**src/rtl/flappy_game_ctrl_pkg.sv**
```systemverilog
// flappy_pkg: types and constants shared by the game controller, its
// hit-check sub-module and the port interface.
//   game_state_t      : READY / PLAY / DYING / OVER encoding (2 bits)
//   KEY_W / KEY_R     : start/flap and restart USB keycodes
//   X_MAX / Y_MAX     : last visible column / row
//   *_DEF             : default pipe width, gap half-height, floor row
package flappy_pkg;

  typedef enum logic [1:0] {
    READY = 2'd0,
    PLAY  = 2'd1,
    DYING = 2'd2,
    OVER  = 2'd3
  } game_state_t;

  localparam logic [7:0] KEY_W = 8'h1A;
  localparam logic [7:0] KEY_R = 8'h15;

  localparam int X_MAX = 639;
  localparam int Y_MAX = 479;

  localparam int PIPE_W_DEF   = 40;
  localparam int GAP_HALF_DEF = 50;
  localparam int FLOOR_Y_DEF  = 440;

endpackage

```
**src/rtl/flappy_game_ctrl_if.sv**
```systemverilog
// flappy_game_ctrl_if: per-frame game data bundle.
//   master : drives keycode, bird and pipe positions; observes results
//   slave  : the controller; consumes positions, produces score/state
//   keycode (8), BirdX/BirdY/BirdS (10), Pipe{0,1,2}X/Y (10)
//   score/best_score (27), game_state (2), run (1), hit (1)
interface flappy_game_ctrl_if;
  import flappy_pkg::*;

  logic [7:0]  keycode;
  logic [9:0]  BirdX;
  logic [9:0]  BirdY;
  logic [9:0]  BirdS;
  logic [9:0]  Pipe0X;
  logic [9:0]  Pipe1X;
  logic [9:0]  Pipe2X;
  logic [9:0]  Pipe0Y;
  logic [9:0]  Pipe1Y;
  logic [9:0]  Pipe2Y;
  logic [26:0] score;
  logic [26:0] best_score;
  game_state_t game_state;
  logic        run;
  logic        hit;

  modport master (
    output keycode, BirdX, BirdY, BirdS,
    output Pipe0X, Pipe1X, Pipe2X, Pipe0Y, Pipe1Y, Pipe2Y,
    input  score, best_score, game_state, run, hit
  );

  modport slave (
    input  keycode, BirdX, BirdY, BirdS,
    input  Pipe0X, Pipe1X, Pipe2X, Pipe0Y, Pipe1Y, Pipe2Y,
    output score, best_score, game_state, run, hit
  );

endinterface

```
**src/rtl/flappy_game_ctrl_pipe_hit_check.sv**
```systemverilog
// pipe_hit_check: combinational collision / pass test for one pipe.
//   bird_x, bird_y, bird_s : bird centre and half-size
//   pipe_x, pipe_y         : pipe left edge and gap centre
//   prev_x                 : pipe left edge registered last frame
//   collide                : bird overlaps the column and is outside the gap
//   pass                   : pipe left edge crossed bird centre this frame
module pipe_hit_check
  import flappy_pkg::*;
#(
  parameter int PIPE_W   = PIPE_W_DEF,
  parameter int GAP_HALF = GAP_HALF_DEF
) (
  input  logic [9:0] bird_x,
  input  logic [9:0] bird_y,
  input  logic [9:0] bird_s,
  input  logic [9:0] pipe_x,
  input  logic [9:0] pipe_y,
  input  logic [9:0] prev_x,
  output logic       collide,
  output logic       pass
);

  localparam logic [10:0] PIPE_W_M1 = 11'(PIPE_W - 1);
  localparam logic [10:0] GAP_H11   = 11'(GAP_HALF);
  localparam logic [9:0]  GAP_H10   = 10'(GAP_HALF);
  localparam logic [9:0]  X_MAX10   = 10'(X_MAX);

  // Edges above the top of the screen clamp to row/column 0.
  function automatic logic [10:0] sat_sub(input logic [9:0] a, input logic [9:0] b);
    if (a >= b) return {1'b0, a - b};
    else        return 11'd0;
  endfunction

  logic [10:0] bird_l, bird_r, bird_t, bird_b;
  logic [10:0] pipe_r, gap_t, gap_b;
  logic        h_overlap, out_of_gap;

  always_comb begin
    bird_r     = {1'b0, bird_x} + {1'b0, bird_s};
    bird_l     = sat_sub(bird_x, bird_s);
    bird_b     = {1'b0, bird_y} + {1'b0, bird_s};
    bird_t     = sat_sub(bird_y, bird_s);
    pipe_r     = {1'b0, pipe_x} + PIPE_W_M1;
    gap_b      = {1'b0, pipe_y} + GAP_H11;
    gap_t      = sat_sub(pipe_y, GAP_H10);
    h_overlap  = (bird_r >= {1'b0, pipe_x}) && (bird_l <= pipe_r);
    out_of_gap = (bird_t < gap_t) || (bird_b > gap_b);
    collide    = h_overlap && out_of_gap;
    // A pipe sitting at the right edge has just respawned; never a pass.
    pass       = (prev_x > bird_x) && (pipe_x <= bird_x) && (pipe_x < X_MAX10);
  end

endmodule

```
**src/rtl/flappy_game_ctrl.sv**
```systemverilog
// flappy_game_ctrl: game-state and scoring controller.
//   frame_clk : one rising edge per video frame
//   Reset_n   : asynchronous active-low reset
//   bus       : flappy_game_ctrl_if.slave -- keycode, bird/pipe positions in;
//               score, best_score, game_state, run, hit out (all registered)
module flappy_game_ctrl
  import flappy_pkg::*;
#(
  parameter int PIPE_W     = PIPE_W_DEF,
  parameter int GAP_HALF   = GAP_HALF_DEF,
  parameter int FLOOR_Y    = FLOOR_Y_DEF,
  parameter int DIE_FRAMES = 60
) (
  input  logic                 frame_clk,
  input  logic                 Reset_n,
  flappy_game_ctrl_if.slave    bus
);

  localparam logic [26:0] SCORE_MAX = 27'h7FFFFFF;
  localparam logic [9:0]  X_RESET   = 10'(X_MAX);

  game_state_t state;
  logic [26:0] score, best_score;
  logic        run, hit;
  logic [6:0]  die_cnt;
  logic [9:0]  prev_x [3];
  logic [9:0]  pipe_x [3];
  logic [9:0]  pipe_y [3];
  logic [2:0]  collide, pass;
  logic [1:0]  n_pass;
  logic        floor_hit;

  function automatic logic [26:0] sat_add(input logic [26:0] a, input logic [1:0] n);
    logic [27:0] s;
    s = {1'b0, a} + {26'd0, n};
    if (s[27]) return SCORE_MAX;
    else       return s[26:0];
  endfunction

  assign pipe_x[0] = bus.Pipe0X;
  assign pipe_x[1] = bus.Pipe1X;
  assign pipe_x[2] = bus.Pipe2X;
  assign pipe_y[0] = bus.Pipe0Y;
  assign pipe_y[1] = bus.Pipe1Y;
  assign pipe_y[2] = bus.Pipe2Y;

  for (genvar i = 0; i < 3; i++) begin : g_pipe
    pipe_hit_check #(
      .PIPE_W   (PIPE_W),
      .GAP_HALF (GAP_HALF)
    ) u_check (
      .bird_x  (bus.BirdX),
      .bird_y  (bus.BirdY),
      .bird_s  (bus.BirdS),
      .pipe_x  (pipe_x[i]),
      .pipe_y  (pipe_y[i]),
      .prev_x  (prev_x[i]),
      .collide (collide[i]),
      .pass    (pass[i])
    );
  end

  always_comb begin
    n_pass    = {1'b0, pass[0]} + {1'b0, pass[1]} + {1'b0, pass[2]};
    floor_hit = ({1'b0, bus.BirdY} + {1'b0, bus.BirdS}) >= 11'(FLOOR_Y);
  end

  // Frame boundary: state, counters and scores advance once per frame.
  always_ff @(posedge frame_clk or negedge Reset_n) begin
    if (!Reset_n) begin
      state      <= READY;
      score      <= '0;
      best_score <= '0;
      run        <= 1'b0;
      hit        <= 1'b0;
      die_cnt    <= '0;
      for (int i = 0; i < 3; i++) prev_x[i] <= X_RESET;
    end else begin
      for (int i = 0; i < 3; i++) prev_x[i] <= pipe_x[i];
      hit <= 1'b0;
      case (state)
        READY: begin
          if (bus.keycode == KEY_W) begin
            state <= PLAY;
            score <= '0;
            run   <= 1'b1;
          end
        end
        PLAY: begin
          // Passes in the collision frame still count.
          score <= sat_add(score, n_pass);
          if ((|collide) || floor_hit) begin
            state   <= DYING;
            run     <= 1'b0;
            hit     <= 1'b1;
            die_cnt <= 7'(DIE_FRAMES - 1);
          end
        end
        DYING: begin
          if (die_cnt == '0) begin
            state <= OVER;
            if (score > best_score) best_score <= score;
          end else begin
            die_cnt <= die_cnt - 7'd1;
          end
        end
        OVER: begin
          if (bus.keycode == KEY_R) state <= READY;
        end
        default: state <= READY;
      endcase
    end
  end

  assign bus.score      = score;
  assign bus.best_score = best_score;
  assign bus.game_state = state;
  assign bus.run        = run;
  assign bus.hit        = hit;

endmodule
```
**src/flat_wrapper.sv**
```systemverilog
// flat-port wrapper written by rule: the top's interface ports become plain ports
module flappy_game_ctrl_flat import flappy_pkg::*;
#(
  parameter int PIPE_W     = PIPE_W_DEF,
  parameter int GAP_HALF   = GAP_HALF_DEF,
  parameter int FLOOR_Y    = FLOOR_Y_DEF,
  parameter int DIE_FRAMES = 60
)
  (frame_clk, Reset_n, bus_keycode, bus_BirdX, bus_BirdY, bus_BirdS, bus_Pipe0X, bus_Pipe1X, bus_Pipe2X, bus_Pipe0Y, bus_Pipe1Y, bus_Pipe2Y, bus_score, bus_best_score, bus_game_state, bus_run, bus_hit);
  flappy_game_ctrl_if bus_i ();
  input  logic frame_clk;
  input  logic Reset_n;
  input wire logic [$bits(bus_i.keycode)-1:0] bus_keycode;
  input wire logic [$bits(bus_i.BirdX)-1:0] bus_BirdX;
  input wire logic [$bits(bus_i.BirdY)-1:0] bus_BirdY;
  input wire logic [$bits(bus_i.BirdS)-1:0] bus_BirdS;
  input wire logic [$bits(bus_i.Pipe0X)-1:0] bus_Pipe0X;
  input wire logic [$bits(bus_i.Pipe1X)-1:0] bus_Pipe1X;
  input wire logic [$bits(bus_i.Pipe2X)-1:0] bus_Pipe2X;
  input wire logic [$bits(bus_i.Pipe0Y)-1:0] bus_Pipe0Y;
  input wire logic [$bits(bus_i.Pipe1Y)-1:0] bus_Pipe1Y;
  input wire logic [$bits(bus_i.Pipe2Y)-1:0] bus_Pipe2Y;
  output wire logic [$bits(bus_i.score)-1:0] bus_score;
  output wire logic [$bits(bus_i.best_score)-1:0] bus_best_score;
  output wire logic [$bits(bus_i.game_state)-1:0] bus_game_state;
  output wire logic [$bits(bus_i.run)-1:0] bus_run;
  output wire logic [$bits(bus_i.hit)-1:0] bus_hit;
  assign bus_i.keycode = bus_keycode;
  assign bus_i.BirdX = bus_BirdX;
  assign bus_i.BirdY = bus_BirdY;
  assign bus_i.BirdS = bus_BirdS;
  assign bus_i.Pipe0X = bus_Pipe0X;
  assign bus_i.Pipe1X = bus_Pipe1X;
  assign bus_i.Pipe2X = bus_Pipe2X;
  assign bus_i.Pipe0Y = bus_Pipe0Y;
  assign bus_i.Pipe1Y = bus_Pipe1Y;
  assign bus_i.Pipe2Y = bus_Pipe2Y;
  assign bus_score = bus_i.score;
  assign bus_best_score = bus_i.best_score;
  assign bus_game_state = bus_i.game_state;
  assign bus_run = bus_i.run;
  assign bus_hit = bus_i.hit;
  flappy_game_ctrl #(.PIPE_W(PIPE_W), .GAP_HALF(GAP_HALF), .FLOOR_Y(FLOOR_Y), .DIE_FRAMES(DIE_FRAMES)) u_core (.frame_clk(frame_clk), .Reset_n(Reset_n), .bus(bus_i));
endmodule
```
**config.mk**
```make
export PLATFORM = sky130hd
export DESIGN_NAME = flappy_game_ctrl_flat
export DESIGN_NICKNAME = d
export VERILOG_FILES = /design/src/rtl/flappy_game_ctrl_pkg.sv /design/src/rtl/flappy_game_ctrl_if.sv /design/src/rtl/flappy_game_ctrl_pipe_hit_check.sv /design/src/rtl/flappy_game_ctrl.sv /design/src/flat_wrapper.sv
export SDC_FILE = /design/constraint.sdc
export NUM_CORES = 1
export LEC_CHECK = 0
export CAP_MARGIN = 10
export CORE_ASPECT_RATIO = 0.7
export CORE_MARGIN = 2
export CORE_UTILIZATION = 45
export CTS_CLUSTER_DIAMETER = 50
export CTS_CLUSTER_SIZE = 30
export DETAILED_ROUTE_END_ITERATION = 6
export PLACE_DENSITY = 0.72
export SLEW_MARGIN = 20
export SYNTH_ARGS = -nofsm -noshare
export SYNTH_HDL_FRONTEND = slang
export SYNTH_SLANG_ARGS = --single-unit
export TNS_END_PERCENT = 20
```
**constraint.sdc**
```tcl
create_clock -name frame_clk -period 5.05 [get_ports frame_clk]
set_input_delay 1.2625 -clock frame_clk [delete_from_list [all_inputs] [get_ports frame_clk]]
set_output_delay 1.2625 -clock frame_clk [all_outputs]
set_load 0.01 [all_outputs]
```
Yosys cells after proc, flatten, opt, wreduce, memory -nomap -nowiden
Index checks and enable logic that the tools add are counted.
Widths: inputs -> output; s select.
{ "op_classes": {"add_sub_neg": 17, "muxes": 21, "n_eq_ne": 10, "n_lt_le_gt_ge": 28, "reduce_logical": 26} }
{ "op_table": {"columns": ["op", "count"], "rows": [
  ["$add 10x6->11 const B", 6],
  ["$mux 27", 2],
  ["$pmux 27 s2", 1],
  ["$mux 10", 5],
  ["$ge 11x10->1", 3],
  ["$gt 11x11->1", 3],
  ["$le 11x11->1", 3],
  ["$lt 11x11->1", 3],
  ["$ge 10x6->1 const B", 3],
  ["$gt 10x10->1", 3],
  ["$le 10x10->1", 3],
  ["$lt 10x10->1 const B", 3],
  ["$sub 10x6->10 const B", 3],
  ["$add 27x2->28", 1],
  ["$gt 27x27->1", 1],
  ["$add 10x10->11", 2],
  ["$ge 10x10->1", 2],
  ["$sub 10x10->10", 2],
  ["$eq 8x5->1 const B", 2],
  ["$mux 7", 2],
  ["$pmux 7 s2", 1],
  ["$logic_and 1x1->1", 12],
  ["$ge 11x9->1 const B", 1],
  ["$reduce_and 3->1", 3],
  ["other kinds (18)", 32]
]} }
{ "totals": {"out_inout_bits": 58, "input_bits": 100, "wordCells": 111, "register_bits": 95} }

Longest topological paths before layout
Gate-level depths: netlist (run 1).
{ "depth": {"depth_word": 9, "mapped_depth": 25, "ltp_nobuf": 24} }

By module
Synthesis (run 1) repeated with hierarchy kept, for this count alone.
{ "hier_totals": {"hier_cells": 2008, "hier_area_um2": 16410.7} }
{ "modules_own_cells": {"columns": ["mod", "n_inst", "cells_per_inst", "area_per_inst_um2", "seq_area_each_um2"], "rows": [
  ["flappy_game_ctrl", 1, 488, 5211.2, 2407.3],
  ["pipe_hit_check at u_core.g_pipe[0].u_check", 1, 507, 3766.1, 0.0],
  ["pipe_hit_check at u_core.g_pipe[1].u_check", 1, 503, 3733.6, 0.0],
  ["pipe_hit_check at u_core.g_pipe[2].u_check", 1, 510, 3699.8, 0.0]
]} }

Least setup slack after synthesis (run 1)
Ideal clock, no wire load.
{ "synth_timing": {"kind": "input -> register", "startpoint": "input port bus_BirdX[1]", "endpoint": "register u_core.score[24] (netlist: u_core.bus.score[24])", "setup_time_ps": 94, "path_stages": 25, "setup_slack_ps": -484, "t_arrival_ps": 5440, "path_buffers": 2, "required_time_ps": 4956, "cell_sequence": "inv_1 -> ha_1 -> nor2b_1 -> o21a_1 -> o21a_1 -> o21a_1 -> o21a_1 -> o21a_1 -> o21a_1 -> o21ai_0 -> nand2b_1 -> a21oi_1 -> a2111oi_0 -> fa_1 -> ha_1 -> a21oi_1 -> or2_2 -> nor2_1 -> nand3_1 -> or2_1 -> buf_2 -> buf_2 -> a21oi_1 -> nor2_1 -> a211oi_1"} }
{ "synth_via": {"elab_chain_cells": 8, "word_cells_on_any_way": 17, "classes_between": "3 x add/sub; 6 x order compare; 2 x mux; 6 x reduce/logical"} }
{ "synth_lines": {"columns": ["item", "line", "source"], "rows": [
  ["start: declaration", "flat_wrapper.sv:14", "input wire logic [$bits(bus_i.BirdX)-1:0] bus_BirdX;"],
  ["$gt 10x10->1 / $le 10x10->1 (equally long branches)", "flappy_game_ctrl_pipe_hit_check.sv:50", "pass = (prev_x > bird_x) && (pipe_x <= bird_x) && (pipe_x < X_MAX10);"],
  ["$logic_and 1x1->1 (2 in a row)", "flappy_game_ctrl_pipe_hit_check.sv:50", null],
  ["$add 1x1->2", "flappy_game_ctrl.sv:64", "n_pass = {1'b0, pass[0]} + {1'b0, pass[1]} + {1'b0, pass[2]};"],
  ["$add 2x1->2 (*)", "flappy_game_ctrl.sv:64", null],
  ["$add 27x2->28 (*)", "flappy_game_ctrl.sv:35", "s = {1'b0, a} + {26'd0, n};"],
  ["$mux 27 (*)", "flappy_game_ctrl.sv:36", "if (s[27]) return SCORE_MAX;"],
  ["$pmux 27 s2 (*)", "flappy_game_ctrl.sv:81", "case (state)"],
  ["end signal: assignment", "flappy_game_ctrl.sv:91", "score <= sat_add(score, n_pass);"],
  ["end: declaration", "flappy_game_ctrl.sv:23", "logic [26:0] score, best_score;"]
]} }
Every way passes the cells marked *; elsewhere a longest branch is shown, timed or not.
A chain may end at the register's enable or synchronous reset.

Worst setup path in the final report (run 1)
{ "layout_timing": {"startpoint": "input port bus_BirdX[9]", "endpoint": "register u_core.state[0] (netlist: u_core.bus.game_state[0])"} }
{ "layout_via": {"elab_chain_cells": 9, "word_cells_on_any_way": 20, "classes_between": "2 x add/sub; 7 x order compare; 1 x eq/ne; 1 x mux; 9 x reduce/logical"} }
{ "layout_lines": {"columns": ["item", "line", "source"], "rows": [
  ["$sub 10x10->10 / $ge 10x10->1 (equally long branches)", "flappy_game_ctrl_pipe_hit_check.sv:30", "if (a >= b) return {1'b0, a - b};"],
  ["$mux 10", "flappy_game_ctrl_pipe_hit_check.sv:30", null],
  ["$le 11x11->1", "flappy_game_ctrl_pipe_hit_check.sv:46", "h_overlap = (bird_r >= {1'b0, pipe_x}) && (bird_l <= pipe_r);"],
  ["$logic_and 1x1->1", "flappy_game_ctrl_pipe_hit_check.sv:46", null],
  ["$logic_and 1x1->1", "flappy_game_ctrl_pipe_hit_check.sv:48", "collide = h_overlap && out_of_gap;"],
  ["$reduce_or 3->1 (*)", "flappy_game_ctrl.sv:92", "if ((|collide) || floor_hit) begin"],
  ["$logic_or 1x1->1 (*)", "flappy_game_ctrl.sv:92", null],
  ["$ne 2x1->1 (no line) (*)", null, null],
  ["$reduce_and 4->1 (no line) (*)", null, null],
  ["end signal: assignment", "flappy_game_ctrl.sv:93", "state <= DYING;"],
  ["end signal: assignment", "flappy_game_ctrl.sv:101", "state <= OVER;"],
  ["end signal: assignment", "flappy_game_ctrl.sv:108", "if (bus.keycode == KEY_R) state <= READY;"],
  ["end: declaration", "flappy_game_ctrl.sv:22", "game_state_t state;"]
]} }
Marks and branches as above.

==> impl_metrics.json, run 1 <==
{
  "max_freq_mhz": 191.5,
  "drive_gt1_frac": 0.2950,
  "hp-start": "u_core.bus.run$_DFFE_PN0P_",
  "initial_core_util": 0.4543,
  "critPathKind": "primary input to register",
  "p_comb_frac": 0.586,
  "slew_headroom": 0.3955,
  "dp_hpwl_mm": 32.67,
  "final_area_mm2": 0.01731,
  "pwr-share-clk": 0.187,
  "drtIter0Drc": 1035,
  "synth_fp_nets": 1761,
  "crit_path_max_fanout": 4,
  "dp_slack_ns": -1.227,
  "min_to": "u_core.bus.run$_DFFE_PN0P_",
  "core_region_area_mm2": 0.02653,
  "synth_edf_count": 0,
  "gp_congestion": 0.9485,
  "io_buffers": 157,
  "async_reset_ff_frac": 1.000,
  "yosysWarnings": 0,
  "placed_cells": 2141,
  "total_power_mw": 3.984,
  "synth_area_mm2": 0.01205,
  "grt.total_usage": 0.2872,
  "rsz0062_at_grt": "yes",
  "fillCellCount": 2205,
  "cts_buffer_depth": 2,
  "r2r_end": "u_core.bus.score[26]$_DFFE_PN0P_",
  "final_cell_mix": "buf_4 (274), ha_1 (236), clkdlybuf4s50_1 (135)",
  "drt-pass1-iter-count": 7,
  "grt_pass1_wl_mm": 63.48,
  "synth_cell_types": 87,
  "reg2reg_depth": 22,
  "r2r_start": "u_core.prev_x[11]$_DFF_PN1_",
  "worstSetupStartpointType": "primary input",
  "violations": "setup timing",
  "rrSetupSlack_ns": 0.53,
  "cts_inserted_buffers": 9,
  "ir_drop_mv": 0.1845,
  "netSwitchingFraction": 0.4038,
  "outcome": "finished with violations",
  "routedWlPerCell_um": 18.87,
  "path_delay_family": "simple AND/OR/NAND/NOR gates",
  "cp_slowest_cell": "clkdlybuf4s50_1",
  "die_x_um": 199.6,
  "skew_ns": 0.01248,
  "clk_pin_slew_worst_paths_ns": 0.06,
  "layout.cells.non_filler": 2181,
  "postSynthCellCount": 1394,
  "setup_slack_ns": -0.1712,
  "p_leak_nw": 8.086,
  "maxCapViolCount": 0,
  "tightest_slew_ns": 0.8984,
  "die_height_um": 140.9,
  "power.density_mw_per_mm2": 230.2,
  "dieArea_mm2": 0.02812,
  "p_int_mw": 2.375,
  "worstHoldPathCells": 2,
  "cts_root_buf": "clkbuf_16",
  "routed_wl_mm": 41.15,
  "antenna_found_initial": 0,
  "clk_latency_ns": 0.36,
  "postRouteAntennaNets": 0,
  "finalHoldViolCount": 0,
  "cp-end-kind": "register",
  "arrival_ns": 5.49,
  "slew_viol_final": 0,
  "critical_path.max_stage_delay_ns": 0.47,
  "crit_chain": "clkdlybuf4s50_1 > ha_4 > nand4_1 > nor2_1 > a311o_2 > nor2_2 > buf_6 > buf_6 > or2_4 > ha_4 > and3_4 > nand3_4 > a2111o_1 > mux2i_2 > nand2_1 > o2111ai_2 > a32oi_2 > nand4_2 > and4_4 > buf_4 > mux2i_2",
  "ys_ff_latch": 95,
  "rows": 50,
  "cp.buffers_inverters": 4,
  "mostFrequentLayoutCell": "buf_4",
  "path_depth": 21,
  "seqPwrFrac": 0.227,
  "fin_crit_sh": 1.034,
  "grt-ovfl-total": 0,
  "vias": 12212,
  "hold_ws_ns": 0.5322,
  "pin_count": 158,
  "yosysSeqAreaShare": 0.1998,
  "avgViaCountPerCell": 5.599,
  "min_period_ns": 5.221,
  "first_global_vias": 11916,
  "syn_area_per_cell_um2": 8.644,
  "ys.flop_type": "dfrtp_1",
  "required_ns": 5.31,
  "p_sw_mw": 1.609,
  "placed_area_mm2": 0.01598,
  "grt_start_max_net_pins": 64,
  "hold_path.class": "register to register",
  "drc_errors": 0,
  "htreeDepth": 3,
  "n_antenna_cell": 0,
  "cts.sinks": 95,
  "nNetsFinal": 2180,
  "area_delta_synth_final_pct": 43.65,
  "cts_tree": "done",
  "setup_viol": 24
}
## cell usage after synthesis (all sizes together), types with 10 or more instances
library cell / n / share of area
nor2: 90 / 0.028
o21ai: 47 / 0.020
a311oi: 10 / 0.0073
nor3: 30 / 0.013
dfstp: 24 / 0.052
nand2b: 26 / 0.013
nand4: 40 / 0.021
a211oi: 16 / 0.011
xnor2: 67 / 0.049
inv: 129 / 0.040
a21o: 37 / 0.023
dfrtp: 71 / 0.15
ha: 261 / 0.27
mux2: 29 / 0.027
a21oi: 93 / 0.040
and3: 17 / 0.0092
a31oi: 19 / 0.0099
nand2: 91 / 0.028
clkbuf: 21 / 0.0065
o21bai: 10 / 0.0062
nor2b: 30 / 0.016
nand3: 42 / 0.017
xor2: 25 / 0.018
o21a: 35 / 0.022
## metrics by stage
step,utilization,setup TNS (ns)
floorplan,-,-0.9868
CTS,0.6317,-2.120
finish,0.6526,-1.977
global route,0.6526,-5.739
global placement,0.6024,-37.69
detailed placement,0.6024,-40.47
## worst register-to-register path: stages, from the launching register on
cell	delay, ns
dfstp_2	0.55
ha_4	0.21
nor2b_4	0.12
o21a_1	0.16
o21a_1	0.16
o21a_1	0.17
o21a_1	0.16
o21a_1	0.16
o21a_1	0.16
o21ai_1	0.11
nand2b_1	0.08
a21oi_2	0.18
a2111oi_4	0.09
fa_2	0.58
ha_4	0.15
a21oi_2	0.06
or2_4	0.24
nor2_4	0.12
nand3_2	0.11
or2_4	0.28
buf_6	0.14
and3_4	0.20
a311oi_2	0.26
## worst max path at each step
stage / from / end / slack (ns)
after floorplan: bus_BirdX[0] / u_core.bus.game_state[1]$_DFFE_PN0P_ / -0.16
after global placement: bus_BirdS[1] / u_core.bus.game_state[1]$_DFFE_PN0P_ / -1.17
after detailed placement: bus_BirdS[1] / u_core.die_cnt[2]$_DFFE_PN0P_ / -1.23
after CTS: bus_BirdX[1] / u_core.bus.score[26]$_DFFE_PN0P_ / -0.15
after global routing: bus_BirdS[1] / u_core.bus.game_state[0]$_DFFE_PN0P_ / -0.32
final: bus_BirdX[9] / u_core.bus.game_state[0]$_DFFE_PN0P_ / -0.17
## layer usage
metal,vias up,global-route usage,share of wire
li1,5895,-,-
met1,5859,0.4354,0.49
met2,402,0.4260,0.43
met3,56,0.04689,0.065
met4,0,0.05770,0.019
met5,-,0,0
## final cells by class
cell class                      count  area [um^2]  area share
Clock buffer                       11        242.7     0.01402
Inverter                          129        501.7     0.02898
Multi-Input combinational cell   1140         9938      0.5741
Tap cell                          364        455.4     0.02631
Clock inverter                      4        71.32    0.004120
Sequential cell                    95         2407      0.1391
Timing Repair Buffer              438         3694      0.2134
## power by group through the flow
| stage | clock [mW] | combinational (mW) | sequential (mW) |
|---|---|---|---|
| 6_report | 0.746 | 2.33 | 0.904 |
| 5_1_grt | 0.795 | 2.53 | 0.910 |
| 4_1_cts | 0.755 | 2.16 | 0.900 |
| 3_5_place_dp | 0 | 2.04 | 0.913 |
| 3_3_place_gp | 0 | 1.98 | 0.911 |
| 2_1_floorplan | 0 | 1.15 | 0.903 |
## logic make-up (layout without fill, tap and decap cells)
group	count (synthesis)	after routing	synth area share
multiplexers	35	35	0.03240
adder cells (fa/ha/maj)	268	268	0.2818
AND/OR/NAND/NOR	412	412	0.1731
AO/OA/AOI/OAI	333	333	0.1943
flip-flops	95	95	0.1998
buffers and inverters	159	582	0.05119
XOR/XNOR	92	92	0.06749
## flip-flops by register name, summed over array words and instances (netlist names)
name and flops:
u_core.bus.hit 1, u_core.die_cnt 7, u_core.bus.best_score 27, u_core.prev_x 30, u_core.bus.game_state 2, u_core.bus.run 1, u_core.bus.score 27
## repair_timing
action / 4_1_cts / 5_1_grt
gates resized for setup: 133 / 93
setup endpoints to repair: 38 / 38
hold buffers: 0 / 0
buffers inserted: 13 / 12
gates cloned: 0 / 1
pin swaps: 58 / 58
No activity file was read; power rests on OpenSTA's default activity.
==> run 2: changes to the inputs <==
--- a/config.mk
+++ b/config.mk
@@ -12,9 +12,9 @@
 export CTS_CLUSTER_DIAMETER = 50
 export CTS_CLUSTER_SIZE = 30
 export DETAILED_ROUTE_END_ITERATION = 6
-export PLACE_DENSITY = 0.72
+export MAX_ROUTING_LAYER = met4
+export PLACE_DENSITY = 0.74
 export SLEW_MARGIN = 20
 export SYNTH_ARGS = -nofsm -noshare
 export SYNTH_HDL_FRONTEND = slang
 export SYNTH_SLANG_ARGS = --single-unit
-export TNS_END_PERCENT = 20
==> impl_metrics.json, run 2 (same netlist as run 1, synthesis figures left out) <==
{
  "die_x_um": 199.6,
  "cp-end-kind": "register",
  "maxCapViolCount": 0,
  "min_period_ns": 5.247,
  "htreeDepth": 3,
  "dieArea_mm2": 0.02812,
  "dp_hpwl_mm": 32.59,
  "required_ns": 5.33,
  "worstHoldPathCells": 1,
  "critical_path.max_stage_delay_ns": 0.39,
  "tightest_slew_ns": 1.048,
  "placed_cells": 2151,
  "cp-startpoint": "bus_BirdX[1]",
  "reg_top3": "u_core.prev_x x30, u_core.bus.best_score x27, u_core.bus.score x27",
  "largest_register_ff_count": 30,
  "cts.sinks": 95,
  "avgViaCountPerCell": 5.615,
  "crit_path_max_fanout": 4,
  "cp_common_cell": "o21a_1",
  "slew_headroom": 0.3007,
  "slew_viol_final": 0,
  "regMostFlops": "u_core.prev_x",
  "dp_slack_ns": -1.224,
  "routed_wl_mm": 41.75,
  "cts_inserted_buffers": 9,
  "initial_core_util": 0.4543,
  "layout.cells.non_filler": 2192,
  "clk_pin_slew_worst_paths_ns": 0.08,
  "critPathCapture": "u_core.bus.score[26]$_DFFE_PN0P_",
  "path_delay_family": "compound AO/OA/AOI/OAI gates",
  "critPathKind": "primary input to register",
  "cts_buffer_depth": 2,
  "clk_latency_ns": 0.38,
  "drt-pass1-iter-count": 5,
  "grt-ovfl-total": 0,
  "cp.buffers_inverters": 3,
  "drt-met1-wl_mm": 19.92,
  "pin_count": 158,
  "hold_ws_ns": 0.5361,
  "skew_ns": 0.01333,
  "postRouteAntennaNets": 0,
  "wl_met2_mm": 18.25,
  "die_height_um": 140.9,
  "cp_slowest_cell": "fa_2",
  "grt_start_max_net_pins": 61,
  "area_delta_synth_final_pct": 47.24,
  "r2r_end": "u_core.bus.score[26]$_DFFE_PN0P_",
  "io_buffers": 157,
  "mostFrequentLayoutCell": "buf_4",
  "max_freq_mhz": 190.6,
  "placed_area_mm2": 0.01616,
  "final_cell_mix": "buf_4 (276), ha_1 (228), clkdlybuf4s50_1 (136)",
  "cts_root_buf": "clkbuf_16",
  "cts_tree": "done",
  "core_region_area_mm2": 0.02653,
  "gp_congestion": 0.9793,
  "vias": 12308,
  "r2r_start": "u_core.prev_x[11]$_DFF_PN1_",
  "first_global_vias": 12014,
  "nNetsFinal": 2190,
  "reg2reg_depth": 22,
  "finalHoldViolCount": 0,
  "top_layer": "met4",
  "setup_slack_ns": -0.1968,
  "seqCellArea_mm2": 0.002407,
  "grt.total_usage": 0.3002,
  "wl_met3_mm": 2.543,
  "n_antenna_cell": 0,
  "hold_path.class": "register to register",
  "fillCellCount": 2122,
  "routedWlPerCell_um": 19.05,
  "tns_ns": -2.706,
  "grt_pass1_wl_mm": 64.09,
  "fin_crit_sh": 1.039,
  "rrSetupSlack_ns": 0.47,
  "path_depth": 24,
  "setup_viol": 30,
  "drtIter0Drc": 1012,
  "crit_chain": "buf_8 > clkinvlp_4 > ha_4 > nor2b_4 > o21a_1 > o21a_1 > o21a_1 > o21a_1 > o21a_1 > o21a_1 > o21ai_1 > nand2b_1 > a21oi_2 > a2111oi_4 > fa_2 > ha_1 > a21oi_4 > or2_4 > nor2_4 > nand3_2 > or2_4 > buf_6 > and3_4 > a311oi_2",
  "arrival_ns": 5.53,
  "rows": 50,
  "ir_drop_mv": 0.1973,
  "worstSetupStartpointType": "primary input",
  "drive_gt1_frac": 0.3195,
  "violations": "setup timing",
  "p_leak_nw": 8.219,
  "power.density_mw_per_mm2": 223.9,
  "antenna_found_initial": 0,
  "final_area_mm2": 0.01774,
  "outcome": "finished with violations",
  "rsz0062_at_grt": "yes",
  "multi_input_area_mm2": 0.01025,
  "drc_errors": 0
}
-- run 2: cell types whose count changed in the layout (fill, tap and decap cells not counted), moves of 6 or more --
cell            before  now
nor2_1              76   70
ha_4                24   30
dlymetal6s2s_1       1    7
nor2_4               5   12
dlygate4sd2_1       10    4
buf_6                9   15
a21oi_2             26   35
a21oi_1             66   56
ha_1               236  228
-- run 2: repair_timing --
| item | in CTS | in global routing |
|---|---|---|
| cloned | 2 | 0 |
| endpoints found under the setup margin | 38 | 38 |
| hold buffers | 0 | 0 |
| pin swaps | 87 | 99 |
| buffers inserted | 16 | 11 |
| resized for setup | 152 | 119 |
-- run 2: per-stage QoR --
step	power (mW)	util
3_3_place_gp	2.906	0.6091
6_report	3.974	0.6689
2_1_floorplan	2.070	-
4_1_cts	3.803	0.6458
5_1_grt	4.221	0.6689
3_5_place_dp	2.967	0.6091
-- run 2: power breakdown --
part | internal [mW] | total [mW] | switching, mW
Combinational | 1.13 | 2.39 | 1.26
Clock | 0.341 | 0.674 | 0.333
Sequential | 0.823 | 0.907 | 0.0847
Total | 2.30 | 3.97 | 1.68
-- run 2: per-layer routing --
layer	track usage	vias up
li1	-	5932
met2	0.4379	364
met3	0.04761	75
met1	0.4285	5937
met4	0.08265	0
met5	-	-
-- run 2: cell type report --
| type | count | share of cell area |
|---|---|---|
| Clock inverter | 6 | 0.002891 |
| Timing Repair Buffer | 448 | 0.2171 |
| Sequential cell | 95 | 0.1357 |
| Tap cell | 364 | 0.02567 |
| Multi-Input combinational cell | 1140 | 0.5776 |
| Inverter | 129 | 0.02821 |
| Clock buffer | 10 | 0.01290 |
-- run 2: worst min path at each step --
stage,endpoint,slack (ns),startpoint
6_report,u_core.bus.best_score[13]$_DFFE_PN0P_,0.54,u_core.bus.best_score[13]$_DFFE_PN0P_
3_3_place_gp,u_core.bus.run$_DFFE_PN0P_,0.51,u_core.bus.run$_DFFE_PN0P_
3_5_place_dp,u_core.bus.best_score[1]$_DFFE_PN0P_,0.52,u_core.bus.best_score[1]$_DFFE_PN0P_
5_1_grt,u_core.bus.best_score[10]$_DFFE_PN0P_,0.57,u_core.bus.best_score[10]$_DFFE_PN0P_
4_1_cts,u_core.bus.best_score[13]$_DFFE_PN0P_,0.54,u_core.bus.best_score[13]$_DFFE_PN0P_
2_1_floorplan,u_core.die_cnt[6]$_DFFE_PN0P_,0.49,u_core.die_cnt[6]$_DFFE_PN0P_
==> run 3: changes to the inputs <==
--- a/config.mk
+++ b/config.mk
@@ -6,7 +6,6 @@
 export NUM_CORES = 1
 export LEC_CHECK = 0
 export CAP_MARGIN = 10
-export CORE_ASPECT_RATIO = 0.7
 export CORE_MARGIN = 2
 export CORE_UTILIZATION = 45
 export CTS_CLUSTER_DIAMETER = 50
==> constraint.sdc (replaced) <==
create_clock -name frame_clk -period 5.05 [get_ports frame_clk]
set_input_delay 1.2625 -clock frame_clk [delete_from_list [all_inputs] [get_ports frame_clk]]
set_output_delay 1.2625 -clock frame_clk [all_outputs]
set_load 0.005 [all_outputs]
==> impl_metrics.json, run 3 (same netlist as run 1, synthesis figures left out) <==
{
  "outcome": "finished with violations",
  "violations": "setup timing",
  "finalHoldViolCount": 0,
  "largest_register_ff_count": 30,
  "regMostFlops": "u_core.prev_x",
  "setup_slack_ns": -0.1770,
  "grt_start_max_net_pins": 71,
  "tns_ns": -1.543,
  "cts_hold_buffers": 0,
  "clk_pin_slew_worst_paths_ns": 0.08,
  "tightest_slew_ns": 1.086,
  "clk_latency_ns": 0.37,
  "grt.total_usage": 0.2895,
  "critPathKind": "primary input to register",
  "die_height_um": 167.6,
  "initial_core_util": 0.4598,
  "maxCapViolCount": 0,
  "p_leak_nw": 8.301,
  "first_global_vias": 12597,
  "p_sw_mw": 1.678,
  "nNetsFinal": 2197,
  "fin_util": 0.6876,
  "p_int_mw": 2.366,
  "cp-end-kind": "register",
  "drive_gt1_frac": 0.3243,
  "drt-pass1-iter-count": 5,
  "skew_ns": 0.01754,
  "cts_tree": "done",
  "final_cell_mix": "buf_4 (269), ha_1 (222), clkdlybuf4s50_1 (129)",
  "drc_errors": 0,
  "htreeDepth": 3,
  "postRouteAntennaNets": 0,
  "rows": 59,
  "p_comb_frac": 0.605,
  "slew_viol_final": 0,
  "required_ns": 5.31,
  "setup_viol": 26,
  "arrival_ns": 5.48,
  "mostFrequentLayoutCell": "buf_4",
  "worstSetupStartpointType": "primary input",
  "vias": 12443,
  "ir_drop_mv": 0.1658,
  "routed_wl_mm": 41.52,
  "avgViaCountPerCell": 5.726,
  "hold_path.class": "register to register",
  "grt-ovfl-total": 0,
  "antenna_found_initial": 3,
  "dp_hpwl_mm": 31.16,
  "slew_headroom": 0.2753,
  "cts.sinks": 95,
  "core_region_area_mm2": 0.02621,
  "cts_inserted_buffers": 9,
  "pwr-share-clk": 0.172,
  "power.density_mw_per_mm2": 224.4,
  "netSwitchingFraction": 0.4150,
  "rsz0062_at_grt": "yes",
  "final_area_mm2": 0.01802,
  "routedWlPerCell_um": 19.11,
  "io_buffers": 157,
  "cts_buffer_depth": 2,
  "min_period_ns": 5.227,
  "drtIter0Drc": 852,
  "grt_pass1_wl_mm": 63.85,
  "seqPwrFrac": 0.223,
  "layout.cells.non_filler": 2173,
  "pin_count": 158,
  "die_x_um": 167.6,
  "dieArea_mm2": 0.02810,
  "placed_area_mm2": 0.01611,
  "placed_cells": 2114,
  "rrSetupSlack_ns": 0.54,
  "cts_root_buf": "clkbuf_16",
  "gp_congestion": 1.010,
  "crit_path_max_fanout": 4,
  "area_delta_synth_final_pct": 49.54,
  "max_freq_mhz": 191.3,
  "reg_top3": "u_core.prev_x x30, u_core.bus.best_score x27, u_core.bus.score x27",
  "fin_crit_sh": 1.035
}
[run 3: per-stage QoR]
step	setup WS, ns	hold WS [ns]	power [mW]
finish	-0.1770	0.5386	4.044
global route	-0.4045	0.5644	4.297
CTS	-0.1171	0.5334	3.842
detailed placement	-1.294	0.5165	2.943
global placement	-1.237	0.5098	2.883
floorplan	-0.1773	0.4925	2.056
[run 3: repair_timing]
| action | CTS | global route |
|---|---|---|
| pin swaps | 80 | 92 |
| cloned | 1 | 1 |
| endpoints found under the setup margin | 38 | 38 |
| setup buffers | 23 | 20 |
| gates resized for setup | 196 | 111 |
[run 3: worst max-delay path: stages]
cell	delay (ns)
buf_8	0.10
inv_4	0.04
ha_4	0.12
inv_2	0.04
fa_2	0.40
a211o_4	0.36
a211oi_4	0.34
o21bai_1	0.16
a21oi_2	0.21
xor2_2	0.24
nor2_4	0.08
ha_4	0.28
nand3_4	0.10
a2111o_1	0.40
mux2i_1	0.18
nand2_1	0.09
o2111ai_2	0.24
a32oi_4	0.15
nand4_4	0.13
and4_4	0.24
mux2_4	0.30
[run 3: layout make-up]
cell class | instances | area [um^2]
diodes | 3 | 7.507
clock buffers | 9 | 225.2
clock inverters | 7 | 70.07
fillers | 1884 | 8187
inverters | 129 | 511.7
multi-input cells | 1140 | 10350
flip-flops and latches | 95 | 2407
well taps | 335 | 419.2
repair buffers | 455 | 4025
[run 3: metal layers]
layer	wire length [um]	part of all wire	GRT usage	vias to the layer above
met2	20440	0.49	0.4938	416
met3	2066	0.050	0.03120	111
met5	0	0	-	-
met1	17300	0.42	0.3523	5963
met4	1718	0.041	0.1134	0
li1	-	-	-	5953
[run 3: power by group through the flow]
stage	Sequential (mW)	Combinational, mW	Clock, mW
2_1_floorplan	0.890	1.17	0
3_3_place_gp	0.907	1.98	0
3_5_place_dp	0.908	2.03	0
4_1_cts	0.897	2.24	0.704
5_1_grt	0.908	2.66	0.731
6_report	0.902	2.44	0.697
[run 3: worst paths after layout]
path                                                       startpoint                               endpoint  depth (start not counted)
worst max-delay path                                     bus_BirdX[0]   u_core.bus.game_state[1]$_DFFE_PN0P_                         21
worst min-delay path            u_core.bus.best_score[17]$_DFFE_PN0P_  u_core.bus.best_score[17]$_DFFE_PN0P_                          1
worst max register to register            u_core.prev_x[11]$_DFF_PN1_       u_core.bus.score[14]$_DFFE_PN0P_                         23
worst min register to register  u_core.bus.best_score[17]$_DFFE_PN0P_  u_core.bus.best_score[17]$_DFFE_PN0P_                          1
max in group asynchronous                                     Reset_n        u_core.bus.score[0]$_DFFE_PN0P_                          2
min in group asynchronous                                     Reset_n   u_core.bus.best_score[7]$_DFFE_PN0P_                          1
